$ cat src/rtl/nn_stream_decoder_if.sv
// Handshake and data bundle between the burst gate cluster, the decoder and its consumer.
// The master side drives control and samples; the slave (decoder) returns status and result.
interface nn_stream_decoder_if #(
  parameter int unsigned WIDTH = 4
);
  logic                    START;
  logic                    ABORT;
  logic                    IN;
  logic                    EN;
  logic                    ACK;
  logic                    BUSY;
  logic                    VALID;
  logic [WIDTH:0]          COUNT;
  logic signed [WIDTH+1:0] VALUE;

  modport master (
    output START, ABORT, IN, EN, ACK,
    input  BUSY, VALID, COUNT, VALUE
  );

  modport slave (
    input  START, ABORT, IN, EN, ACK,
    output BUSY, VALID, COUNT, VALUE
  );
endinterface

$ cat src/rtl/nn_stream_decoder.sv
// Counts ones in a stochastic bitstream over 2^WIDTH enabled samples after an optional settle
// period, presenting the result as an unsigned count and a bipolar value with VALID/ACK handshake.
module nn_stream_decoder #(
  parameter int unsigned WIDTH  = 4,
  parameter int unsigned SETTLE = 16
) (
  input logic                CLK,
  input logic                RSTn,
  nn_stream_decoder_if.slave bus
);

  typedef enum logic [1:0] {
    S_IDLE,
    S_SETTLE,
    S_ACCUM,
    S_HOLD
  } state_t;

  localparam int unsigned SW = (SETTLE > 1) ? $clog2(SETTLE) : 1;
  localparam logic [SW-1:0] SETTLE_LAST = SW'((SETTLE > 0) ? (SETTLE - 1) : 0);
  localparam logic [WIDTH+1:0] ONE_W       = {{(WIDTH+1){1'b0}}, 1'b1};
  localparam logic [WIDTH+1:0] FULL_SCALE  = ONE_W << WIDTH;
  localparam logic [WIDTH+1:0] VALUE_RESET = ~FULL_SCALE + ONE_W;

  state_t                  state;
  logic [SW-1:0]           settle_cnt;
  logic [WIDTH-1:0]        win_cnt;
  logic [WIDTH:0]          acc;
  logic [WIDTH:0]          count_r;
  logic signed [WIDTH+1:0] value_r;
  logic                    busy_r;
  logic                    valid_r;

  logic [WIDTH:0]          sample_sum;
  logic                    win_last;

  // Sum including the current sample, so the final window value is captured on the same edge
  assign sample_sum = acc + {{WIDTH{1'b0}}, bus.IN};
  assign win_last   = &win_cnt;

  assign bus.BUSY  = busy_r;
  assign bus.VALID = valid_r;
  assign bus.COUNT = count_r;
  assign bus.VALUE = value_r;

  always_ff @(posedge CLK or negedge RSTn) begin
    if (!RSTn) begin
      state      <= S_IDLE;
      settle_cnt <= '0;
      win_cnt    <= '0;
      acc        <= '0;
      count_r    <= '0;
      value_r    <= VALUE_RESET;
      busy_r     <= 1'b0;
      valid_r    <= 1'b0;
    end else if (bus.ABORT) begin
      state      <= S_IDLE;
      settle_cnt <= '0;
      win_cnt    <= '0;
      acc        <= '0;
      busy_r     <= 1'b0;
      valid_r    <= 1'b0;
    end else begin
      case (state)
        S_IDLE: begin
          if (bus.START) begin
            settle_cnt <= '0;
            win_cnt    <= '0;
            acc        <= '0;
            busy_r     <= 1'b1;
            valid_r    <= 1'b0;
            state      <= (SETTLE == 0) ? S_ACCUM : S_SETTLE;
          end
        end

        S_SETTLE: begin
          if (bus.EN) begin
            if (settle_cnt == SETTLE_LAST) begin
              settle_cnt <= '0;
              state      <= S_ACCUM;
            end else begin
              settle_cnt <= settle_cnt + {{(SW-1){1'b0}}, 1'b1};
            end
          end
        end

        S_ACCUM: begin
          if (bus.EN) begin
            acc     <= sample_sum;
            win_cnt <= win_cnt + {{(WIDTH-1){1'b0}}, 1'b1};
            if (win_last) begin
              count_r <= sample_sum;
              value_r <= {sample_sum, 1'b0} - FULL_SCALE;
              busy_r  <= 1'b0;
              valid_r <= 1'b1;
              state   <= S_HOLD;
            end
          end
        end

        S_HOLD: begin
          if (bus.ACK) begin
            valid_r <= 1'b0;
            if (bus.START) begin
              // Upstream is already settled: restart the window without a settle period
              win_cnt <= '0;
              acc     <= '0;
              busy_r  <= 1'b1;
              state   <= S_ACCUM;
            end else begin
              state <= S_IDLE;
            end
          end
        end

        default: begin
          state   <= S_IDLE;
          busy_r  <= 1'b0;
          valid_r <= 1'b0;
        end
      endcase
    end
  end

endmodule

$ cat src/flat_wrapper.sv
// flat-port wrapper written by rule: the top's interface ports become plain ports
module nn_stream_decoder_flat 
#(
  parameter int unsigned WIDTH  = 4,
  parameter int unsigned SETTLE = 16
)
  (CLK, RSTn, bus_START, bus_ABORT, bus_IN, bus_EN, bus_ACK, bus_BUSY, bus_VALID, bus_COUNT, bus_VALUE);
  nn_stream_decoder_if #(.WIDTH(WIDTH)) bus_i ();
  input logic CLK;
  input logic RSTn;
  input wire logic [$bits(bus_i.START)-1:0] bus_START;
  input wire logic [$bits(bus_i.ABORT)-1:0] bus_ABORT;
  input wire logic [$bits(bus_i.IN)-1:0] bus_IN;
  input wire logic [$bits(bus_i.EN)-1:0] bus_EN;
  input wire logic [$bits(bus_i.ACK)-1:0] bus_ACK;
  output wire logic [$bits(bus_i.BUSY)-1:0] bus_BUSY;
  output wire logic [$bits(bus_i.VALID)-1:0] bus_VALID;
  output wire logic [$bits(bus_i.COUNT)-1:0] bus_COUNT;
  output wire logic [$bits(bus_i.VALUE)-1:0] bus_VALUE;
  assign bus_i.START = bus_START;
  assign bus_i.ABORT = bus_ABORT;
  assign bus_i.IN = bus_IN;
  assign bus_i.EN = bus_EN;
  assign bus_i.ACK = bus_ACK;
  assign bus_BUSY = bus_i.BUSY;
  assign bus_VALID = bus_i.VALID;
  assign bus_COUNT = bus_i.COUNT;
  assign bus_VALUE = bus_i.VALUE;
  nn_stream_decoder #(.WIDTH(WIDTH), .SETTLE(SETTLE)) u_core (.CLK(CLK), .RSTn(RSTn), .bus(bus_i));
endmodule
$ cat config.mk
export PLATFORM = sky130hd
export DESIGN_NAME = nn_stream_decoder_flat
export DESIGN_NICKNAME = d
export VERILOG_FILES = /design/src/rtl/nn_stream_decoder_if.sv /design/src/rtl/nn_stream_decoder.sv /design/src/flat_wrapper.sv
export SDC_FILE = /design/constraint.sdc
export NUM_CORES = 1
export LEC_CHECK = 0
export ABC_AREA = 1
export BUFFER_PORTS_ARGS = -buffer_cell sky130_fd_sc_hd__buf_2
export CAP_MARGIN = 5
export CORE_ASPECT_RATIO = 1.1
export CORE_MARGIN = 5
export CORE_UTILIZATION = 35
export DETAILED_ROUTE_END_ITERATION = 10
export PLACE_DENSITY = 0.54
export RECOVER_POWER = 25
export SLEW_MARGIN = 20
export SYNTH_ARGS = -nofsm -noshare
export SYNTH_HDL_FRONTEND = slang
export SYNTH_SLANG_ARGS = --single-unit
$ cat constraint.sdc
create_clock -name CLK -period 1.8 [get_ports CLK]
set_clock_uncertainty 0.1 [all_clocks]
set_input_delay 0.27 -clock CLK [delete_from_list [all_inputs] [get_ports CLK]]
set_output_delay 0.27 -clock CLK [all_outputs]
set_load 0.02 [all_outputs]
==> qor.yml, run 1 <==
max_slew_margin_pct: 58.0
yosys.area.top_type_share_pct: 35.7
pre_cts_ws_ns: 0.132
antenna-diode-count: 0
drt.antenna.violating_nets: 0
cp-start-kind: "flip-flop"
vias: 1203
power.total_w: 0.00189
io_pins: 20
grt_first_pass_wirelength_um: 5260
hold_depth: 4
yosysMostFrequentCell: "nand2_1"
grt_max_degree: 25
synth_edf_count: 0
yosysWarnings: 0
clockBufferDepth: 2
end_kind: "flip-flop"
maxSlewViolCount: 0
layout-drive-gt1-share_pct: 26.1
track_usage_pct: 11.6
post_cts_buffers: 0
grt_pass1_vias: 1135
seq_area_frac_synth_pct: 39.2
crit_path_max_fanout: 7
final_nets: 224
period_needed_ns: 1.66
r2r_cells: 8
cp.required_ns: 1.87
r2r-start: "u_core.state[0]$_DFFE_PN0P_"
drcViolationCount: 0
clk_pin_slew_worst_paths_ns: 0.09
hp-start: "bus_IN"
vias_per_cell: 4.61
clkLatencyLatePin_ns: 0.27
worstReg2RegEnd: "u_core.bus.COUNT[3]$_DFFE_PN0P_"
std_cell_rows: 25
yosysTopAreaCell: "dfrtp_1"
status: "completed"
min_to: "u_core.bus.COUNT[0]$_DFFE_PN0P_"
synth_cell_types: 27
vdd_ir_drop_max_v: 0.000606
rsz0062_at_grt: "no"
async_flop_share_pct: 100
setup_ws_ns: 0.141
grt_antenna_before_repair: 0
core-area_um2: 4290
io_buffers: 18
die_width_um: 73.3
dp.cells: 256
drt-total-wl_um: 3050
crit_path_top_delay_cell: "dfrtp_1"
die_h_um: 79.6
hpwl_um: 2340
fin_cells: 261
critPathKind: "reg2reg"
crit_chain: "inv_1 > ha_1 > inv_1 > nor2_8 > nand2_2 > nor2_4 > nand2_2 > o21a_1"
worstMarginPinSlew_ns: 0.630
synth_nets: 204
synth_cells: 188
min_path_type: "in2reg"
synth_commonest_cells: "nand2_1, nand3_1, dfrtp_1"
ys_seq_elements: 24
place.gp.congestion: 0.784
grt_overflow: 0
syn_area_um2: 1540
drtIter0Drc: 39
fmax_mhz: 603
clock_sinks: 24
cts_made_buffers: 3
tns_ns: 0
area_growth_pct: 13.8
cap_violations: 0
wl_per_cell_um: 11.7
synth_ff_type: "dfrtp_1"
regToRegSetupSlack_ns: 0.14
clock-root-buffer: "clkbuf_8"
synthTopCellsByArea: "dfrtp_1, nand2_1, nand3_1, ha_1, dfstp_2"
dr.pass1.iters: 4
avgSynthCellArea_um2: 8.19
post-route-util_pct: 40.9
cts_tree: "yes"
hold_viol: 0
p_per_area_nw_per_um2: 1080
min_period_over_period_pct: 92.1
h-tree-depth: 1
setup-violations-final: 0
cp.arrival_ns: 1.73
die-area_um2: 5830
p_leak_nw: 0.974
cp_slowest_stage_delay_ns: 0.42
start_util_pct: 35.9
## report_power, final
group | total (W) | switching [W] | internal, W | leakage, nW
Sequential | 0.000649 | 0.0000535 | 0.000595 | 0.324
Combinational | 0.000761 | 0.000506 | 0.000255 | 0.615
Clock | 0.000480 | 0.000182 | 0.000297 | 0.0357
## state kept, by name, summed over array words and instances, names as in the netlist
name               flops
u_core.settle_cnt      4
u_core.bus.BUSY        1
u_core.win_cnt         4
u_core.acc             5
u_core.bus.VALID       1
u_core.bus.COUNT       5
u_core.state           2
u_core.bus.VALUE       2
## through the flow
step	area, um^2	hold WS (ns)
after detailed placement	1660	0.204
after global placement	1660	0.206
final	1750	0.259
after CTS	1750	0.257
after global routing	1750	0.295
after floorplan	1540	-0.126
## kinds of logic (layout without fill, tap and decap cells)
group	count (synthesis)	in the layout	synth area share, %
fa+ha+maj	9	9	7.31
xor+xnor	4	4	2.27
compound gates	5	5	1.79
simple gates	123	123	42.2
other cells	1	1	0.243
buf+inv	22	41	6.99
flops	24	24	39.2
## metal layers
| metal | track usage (%) | routed length [um] | part of all wire (%) | vias to the layer above |
|---|---|---|---|---|
| li1 | - | - | - | 632 |
| met1 | 15.1 | 1430 | 47 | 548 |
| met2 | 19.5 | 1460 | 48 | 19 |
| met3 | 2.64 | 139 | 4.6 | 4 |
| met4 | 2.21 | 20 | 0.66 | 0 |
| met5 | 0 | 0 | 0 | - |
## placed cells by master, fill, tap and decap left out
cell type,netlist,routed
buf_2,0,17
buf_4,4,1
bufinv_16,0,1
clkbuf_2,0,1
clkbuf_8,0,3
conb_1,1,1
dfrtp_1,22,22
dfstp_2,2,2
dlygate4sd3_1,0,1
ha_1,9,9
inv_1,13,13
inv_2,3,3
inv_4,1,1
nand2_1,64,64
nand2_2,6,6
nand2_4,2,2
nand3_1,23,22
nand3_2,3,4
nand3_4,2,2
nand4_1,4,4
nor2_1,8,7
nor2_2,2,3
nor2_4,4,4
nor2_8,2,2
nor3_1,1,1
o21a_1,1,1
o21ai_0,2,2
o21ai_1,2,2
or2_2,2,2
xnor2_1,3,3
xor2_1,1,1
## worst max-delay path, delay by kind of cell, from the launching register on
family                     cells  cell delay (ns)
and+or+nand+nor                4             0.47
DFF                            1             0.42
AOI/OAI and AO/OA              1             0.11
buffers and inverters          2             0.27
adders and majority gates      1             0.19
## final cells by class
cell class	count	area (um^2)
multi-input combinational	142	837
clock inverter	1	30.0
tap	54	67.6
timing repair buffer	20	108
inverter	17	66.3
fill	439	2530
sequential	24	603
clock buffer	3	41.3
## repair_timing
item                                   4_1_cts  5_1_grt
resized for setup                            0        2
setup endpoints to repair                    0        2
hold buffers                                 1        0
endpoints found under the hold margin       22        0
## how the worst max path moves through the flow
stage / from / to / slack, ns / depth (start not counted)
floorplan: u_core.state[0]$_DFFE_PN0P_ / u_core.bus.VALID$_DFFE_PN0P_ / 0.31 / 9
global placement: u_core.state[0]$_DFFE_PN0P_ / u_core.bus.VALUE[5]$_DFFE_PN1P_ / 0.06 / 9
detailed placement: u_core.state[0]$_DFFE_PN0P_ / u_core.bus.VALUE[5]$_DFFE_PN1P_ / 0.13 / 9
CTS: u_core.state[0]$_DFFE_PN0P_ / u_core.bus.VALUE[5]$_DFFE_PN1P_ / 0.12 / 9
global route: u_core.state[0]$_DFFE_PN0P_ / u_core.bus.VALUE[5]$_DFFE_PN1P_ / 0.02 / 10
finish: u_core.state[0]$_DFFE_PN0P_ / u_core.bus.COUNT[3]$_DFFE_PN0P_ / 0.14 / 8
Power figures use the tool's default switching activity.
==> run 2, diff against run 1 <==
- ABC_AREA: 1 -> default
- CTS_BUF_LIST: default -> sky130_fd_sc_hd__clkbuf_8
- MAX_ROUTING_LAYER: default -> met4
==> run 2 against run 1 <==
The run now ends with setup timing left. Largest power group unchanged. Critical path depth is 3 lower. Critical path type unchanged. Worst hold slack improved by 0.022 ns. Sequential share of layout area down 3.4 points.
==> qor.yml, run 2 <==
period_needed_ns: 1.85
die_width_um: 69.7
avgSynthCellArea_um2: 9.95
hold_viol: 0
pre_cts_ws_ns: -0.168
synth_cells: 138
p_comb_share_pct: 45.0
setup-violations-final: 4
r2r-start: "u_core.state[1]$_DFFE_PN0P_"
vias: 1190
track_usage_pct: 13.1
vdd_ir_drop_max_v: 0.000530
use_met1_pct: 14.2
cp-start-kind: "flip-flop"
io_buffers: 18
met3_usage_pct: 2.37
power.total_w: 0.00204
clock-root-buffer: "clkbuf_8"
dr.pass1.iters: 4
layout-drive-gt1-share_pct: 44.9
antenna-diode-count: 0
crit_path_top_delay_cell: "or4b_1"
yosysTopAreaCell: "dfrtp_1"
crit_chain: "inv_4 > ha_4 > a222oi_1 > or4b_1 > o311ai_1"
max_slew_margin_pct: 59.6
p_switching_w: 0.000678
violations: "setup timing"
cts_tree: "yes"
layout_common_cells: "buf_4, dfrtp_1, buf_2, nand2_1"
status: "complete, but fails checks"
drcViolationCount: 0
clkLatencyLatePin_ns: 0.27
clockBufferDepth: 2
end_kind: "flip-flop"
yosys.area.top_type_share_pct: 40.1
clkPwrFrac_pct: 23.6
rsz0062_at_grt: "yes"
async_flop_share_pct: 100
cp_slowest_stage_delay_ns: 0.47
maxSlewViolCount: 0
synth_edf_count: 0
min_path_type: "in2reg"
p_int_w: 0.00136
synth_commonest_cells: "dfrtp_1, nand2b_1, nand2_1"
seq_area_frac_synth_pct: 43.9
synthTopCellsByArea: "dfrtp_1, ha_1, nand2b_1, dfstp_2, o21ai_0"
wl_per_cell_um: 13.8
drt-total-wl_um: 3240
hpwl_um: 2350
cp.required_ns: 1.87
post-route-util_pct: 52.7
cap_violations: 0
grt_first_pass_wirelength_um: 5330
busiest_layer: "met2"
min_period_over_period_pct: 103
synth_cell_types: 40
dp.cells: 226
synth_nets: 154
final_nets: 202
clock_sinks: 24
hold_ws_ns: 0.281
clk_pin_slew_worst_paths_ns: 0.09
cts_made_buffers: 3
drtIter0Drc: 17
ys_seq_elements: 24
vias_per_cell: 5.06
core-area_um2: 3710
regToRegSetupSlack_ns: -0.05
hold_depth: 3
yosysWarnings: 0
gr-usage-met2_pct: 24.4
r2r_cells: 5
h-tree-depth: 1
grt_overflow: 0
area_growth_pct: 42.5
place.gp.congestion: 0.822
grt_max_degree: 25
yosysMostFrequentCell: "dfrtp_1"
std_cell_rows: 23
io_pins: 20
setup_ws_ns: -0.0499
die_h_um: 75.7
drt.antenna.violating_nets: 0
critPathKind: "reg2reg"
min_to: "u_core.acc[0]$_DFFE_PN0P_"
synth_ff_type: "dfrtp_1"
grt_pass1_vias: 1182
fin_cells: 235
worstMarginPinSlew_ns: 0.606
pwr-share-seq_pct: 31.5
start_util_pct: 37.0
worstReg2RegEnd: "u_core.state[0]$_DFFE_PN0P_"
p_leak_nw: 0.933
layout.cells.most_common: "buf_4"
p_per_area_nw_per_um2: 1040
syn_area_um2: 1370
fmax_mhz: 541
die-area_um2: 5280
switching_share_pct: 33.2
grt_antenna_before_repair: 0
hp-start: "bus_IN"
fillers: 346
crit_path_max_fanout: 5
cp.arrival_ns: 1.92
run 2: changes by cell type after synthesis, sizes merged, moves of 4 or more:
cell    change
nor2        -9
nand4       -4
o21ai       +5
inv         -9
nand2b     +11
a21oi       +5
nand2      -62
nand3      -23
o31ai       +4
run 2: logic make-up after synthesis:
kind of cell,count (synthesis),synth area share (%)
AOI/OAI and AO/OA,37,19.1
xor gates and xnor gates,3,1.91
adders and majority gates,9,8.20
buffers and inverters,14,5.11
DFF,24,43.9
muxes,3,2.46
other,1,0.273
and+or+nand+nor,47,19.1
run 2: per-layer routing:
| layer | up-vias | routed length [um] |
|---|---|---|
| met3 | 4 | 78 |
| met1 | 579 | 1430 |
| met5 | - | 0 |
| met2 | 14 | 1700 |
| li1 | 593 | - |
| met4 | 0 | 34 |
run 2: worst max-delay path: cells and delay by family, from the launching register on:
kind            cells  cell delay (ns)
simple gates        1             0.47
flops               1             0.44
fa+ha+maj           1             0.16
buf+inv             1             0.07
compound gates      2             0.51
run 2: layout make-up:
cell class	instances	area [um^2]	share of cell area [%]
tap	50	62.6	3.20
inverter	8	35.0	1.79
multi-input combinational	100	848	43.4
timing repair buffer	49	333	17.0
sequential	24	606	31.0
clock inverter	1	30.0	1.54
clock buffer	3	41.3	2.11
run 2: power by group through the flow:
stage	logic [W]	registers [W]	clock network [W]
2_1_floorplan	0.000361	0.000652	0
3_3_place_gp	0.000696	0.000637	0
3_5_place_dp	0.000710	0.000640	0
4_1_cts	0.000798	0.000631	0.000500
5_1_grt	0.00101	0.000652	0.000527
6_report	0.000919	0.000643	0.000481
run 2: what timing repair did:
item	4_1_cts	5_1_grt
cloned	0	0
endpoints found under the setup margin	16	21
gates resized for setup	14	18
setup buffers	3	1
endpoints found under the hold margin	22	0
hold buffers	1	0
pin swaps	3	4
run 2: how the worst max path moves through the flow:
stage / start / endpoint / cells past startpoint
2_1_floorplan: u_core.state[0]$_DFFE_PN0P_ / u_core.state[0]$_DFFE_PN0P_ / 5
3_3_place_gp: u_core.state[0]$_DFFE_PN0P_ / u_core.state[1]$_DFFE_PN0P_ / 6
3_5_place_dp: u_core.state[0]$_DFFE_PN0P_ / u_core.state[1]$_DFFE_PN0P_ / 6
4_1_cts: u_core.state[1]$_DFFE_PN0P_ / u_core.state[0]$_DFFE_PN0P_ / 5
5_1_grt: u_core.state[1]$_DFFE_PN0P_ / u_core.state[0]$_DFFE_PN0P_ / 5
6_report: u_core.state[1]$_DFFE_PN0P_ / u_core.state[0]$_DFFE_PN0P_ / 5
run 2: per-stage QoR:
step	setup TNS, ns	cell area, um^2
detailed placement	-1.24	1700
global placement	-1.14	1700
finish	-0.0924	1960
global route	-0.866	1960
CTS	-0.0552	1860
floorplan	-0.0483	1390
==> run 3, diff against run 2 <==
- SKIP_CTS_REPAIR_TIMING: default -> 1
==> run 3 against run 2 <==
Via count decreased by 1.7%. Maximum frequency rose by 1.1%. The run still ends with setup timing left. Clock power barely moved. Largest power group unchanged. Clock-buffer cell count unchanged. Worst setup slack better by 0.019 ns.
==> qor.yml, run 3 (synthesized netlist as in run 2, its figures left out) <==
io_pins: 20
vias: 1170
r2r-start: "u_core.state[1]$_DFFE_PN0P_"
critPathKind: "reg2reg"
clkLatencyLatePin_ns: 0.27
grt_max_degree: 25
std_cell_rows: 23
dr.pass1.iters: 4
layout-drive-gt1-share_pct: 41.5
p_per_area_nw_per_um2: 1050
grt_first_pass_wirelength_um: 5150
power.total_w: 0.00198
grt_pass1_vias: 1137
clock_sinks: 24
wl_per_cell_um: 13.6
io_buffers: 18
final_nets: 200
core-area_um2: 3710
clock-root-buffer: "clkbuf_8"
worstReg2RegEnd: "u_core.state[0]$_DFFE_PN0P_"
cap_violations: 0
clk_pin_slew_worst_paths_ns: 0.09
hpwl_um: 2350
hold_viol: 0
cts_tree: "yes"
drcViolationCount: 0
die_h_um: 75.7
vdd_ir_drop_max_v: 0.000494
crit_end: "u_core.state[0]$_DFFE_PN0P_"
area_growth_pct: 38.2
end_kind: "flip-flop"
grt_antenna_before_repair: 0
period_needed_ns: 1.83
clockBufferDepth: 2
min_path_type: "in2reg"
max_slew_margin_pct: 59.8
maxSlewViolCount: 0
die-area_um2: 5280
dp.cells: 226
tns_ns: -0.0497
grt_overflow: 0
drtIter0Drc: 15
worstMarginPinSlew_ns: 0.603
fin_cells: 233
cp.required_ns: 1.87
h-tree-depth: 1
start_util_pct: 37.0
status: "complete, but fails checks"
vias_per_cell: 5.02
p_leak_nw: 0.909
cp.arrival_ns: 1.90
min_period_over_period_pct: 102
cts_made_buffers: 3
violations: "setup timing"
setup_ws_ns: -0.0306
layout_common_cells: "buf_4, dfrtp_1, buf_2, nand2_1, nand2b_1"
antenna-diode-count: 0
crit_path_max_fanout: 5
place.gp.congestion: 0.822
drt-total-wl_um: 3160
regToRegSetupSlack_ns: -0.03
r2r_cells: 5
die_width_um: 69.7
fin_area_um2: 1900
setup-violations-final: 3
rsz0062_at_grt: "yes"
drt.antenna.violating_nets: 0
fmax_mhz: 546
cp-start-kind: "flip-flop"
track_usage_pct: 12.7
layout.cells.most_common: "buf_4"
placed_area_um2: 1700
startpoint: "u_core.state[1]$_DFFE_PN0P_"
[run 3: changes by cell type in the layout (fill, tap and decap cells not counted), sizes merged]
cell and change:
buf -2
[run 3: cell type report]
| type | count | area [um^2] |
|---|---|---|
| fillers | 351 | 1820 |
| multi-input cells | 100 | 807 |
| flip-flops and latches | 24 | 606 |
| repair buffers | 47 | 318 |
| well taps | 50 | 62.6 |
| clock buffers | 3 | 41.3 |
| inverters | 8 | 32.5 |
| clock inverters | 1 | 30.0 |
[run 3: metal layers]
metal  GRT usage, %  up-vias  routed length [um]
met3           2.90        6                  75
met2           23.4       10                1610
met4           4.47        0                  57
li1               -      591                   -
met1           13.7      563                1420
met5              -        -                   0
[run 3: report_power, final]
part | switching (W) | internal (W) | total, W | leakage [nW]
Combinational | 0.000419 | 0.000443 | 0.000862 | 0.551
Sequential | 0.0000505 | 0.000589 | 0.000639 | 0.322
Clock | 0.000184 | 0.000297 | 0.000482 | 0.0357
[run 3: worst min path at each step]
stage / from / to / cells past startpoint
after detailed placement: RSTn / u_core.settle_cnt[3]$_DFFE_PN0P_ / 1
after global routing: bus_IN / u_core.acc[0]$_DFFE_PN0P_ / 3
final: bus_IN / u_core.acc[0]$_DFFE_PN0P_ / 3
after CTS: RSTn / u_core.bus.COUNT[3]$_DFFE_PN0P_ / 1
after global placement: RSTn / u_core.settle_cnt[3]$_DFFE_PN0P_ / 1
after floorplan: RSTn / u_core.acc[0]$_DFFE_PN0P_ / 0
[run 3: worst max-delay path: stages, from the launching register on]
cell	delay (ns)
dfrtp_2	0.44
inv_4	0.06
ha_4	0.16
a222oi_1	0.41
or4b_1	0.47
o311ai_1	0.09
[run 3: stage by stage]
step	util (%)	setup slack (ns)	hold WS [ns]
6_report	51.1	-0.0306	0.280
5_1_grt	51.1	-0.143	0.272
4_1_cts	47.6	-0.189	-0.100
3_5_place_dp	45.7	-0.168	0.204
3_3_place_gp	45.7	-0.160	0.192
2_1_floorplan	-	-0.0425	-0.126
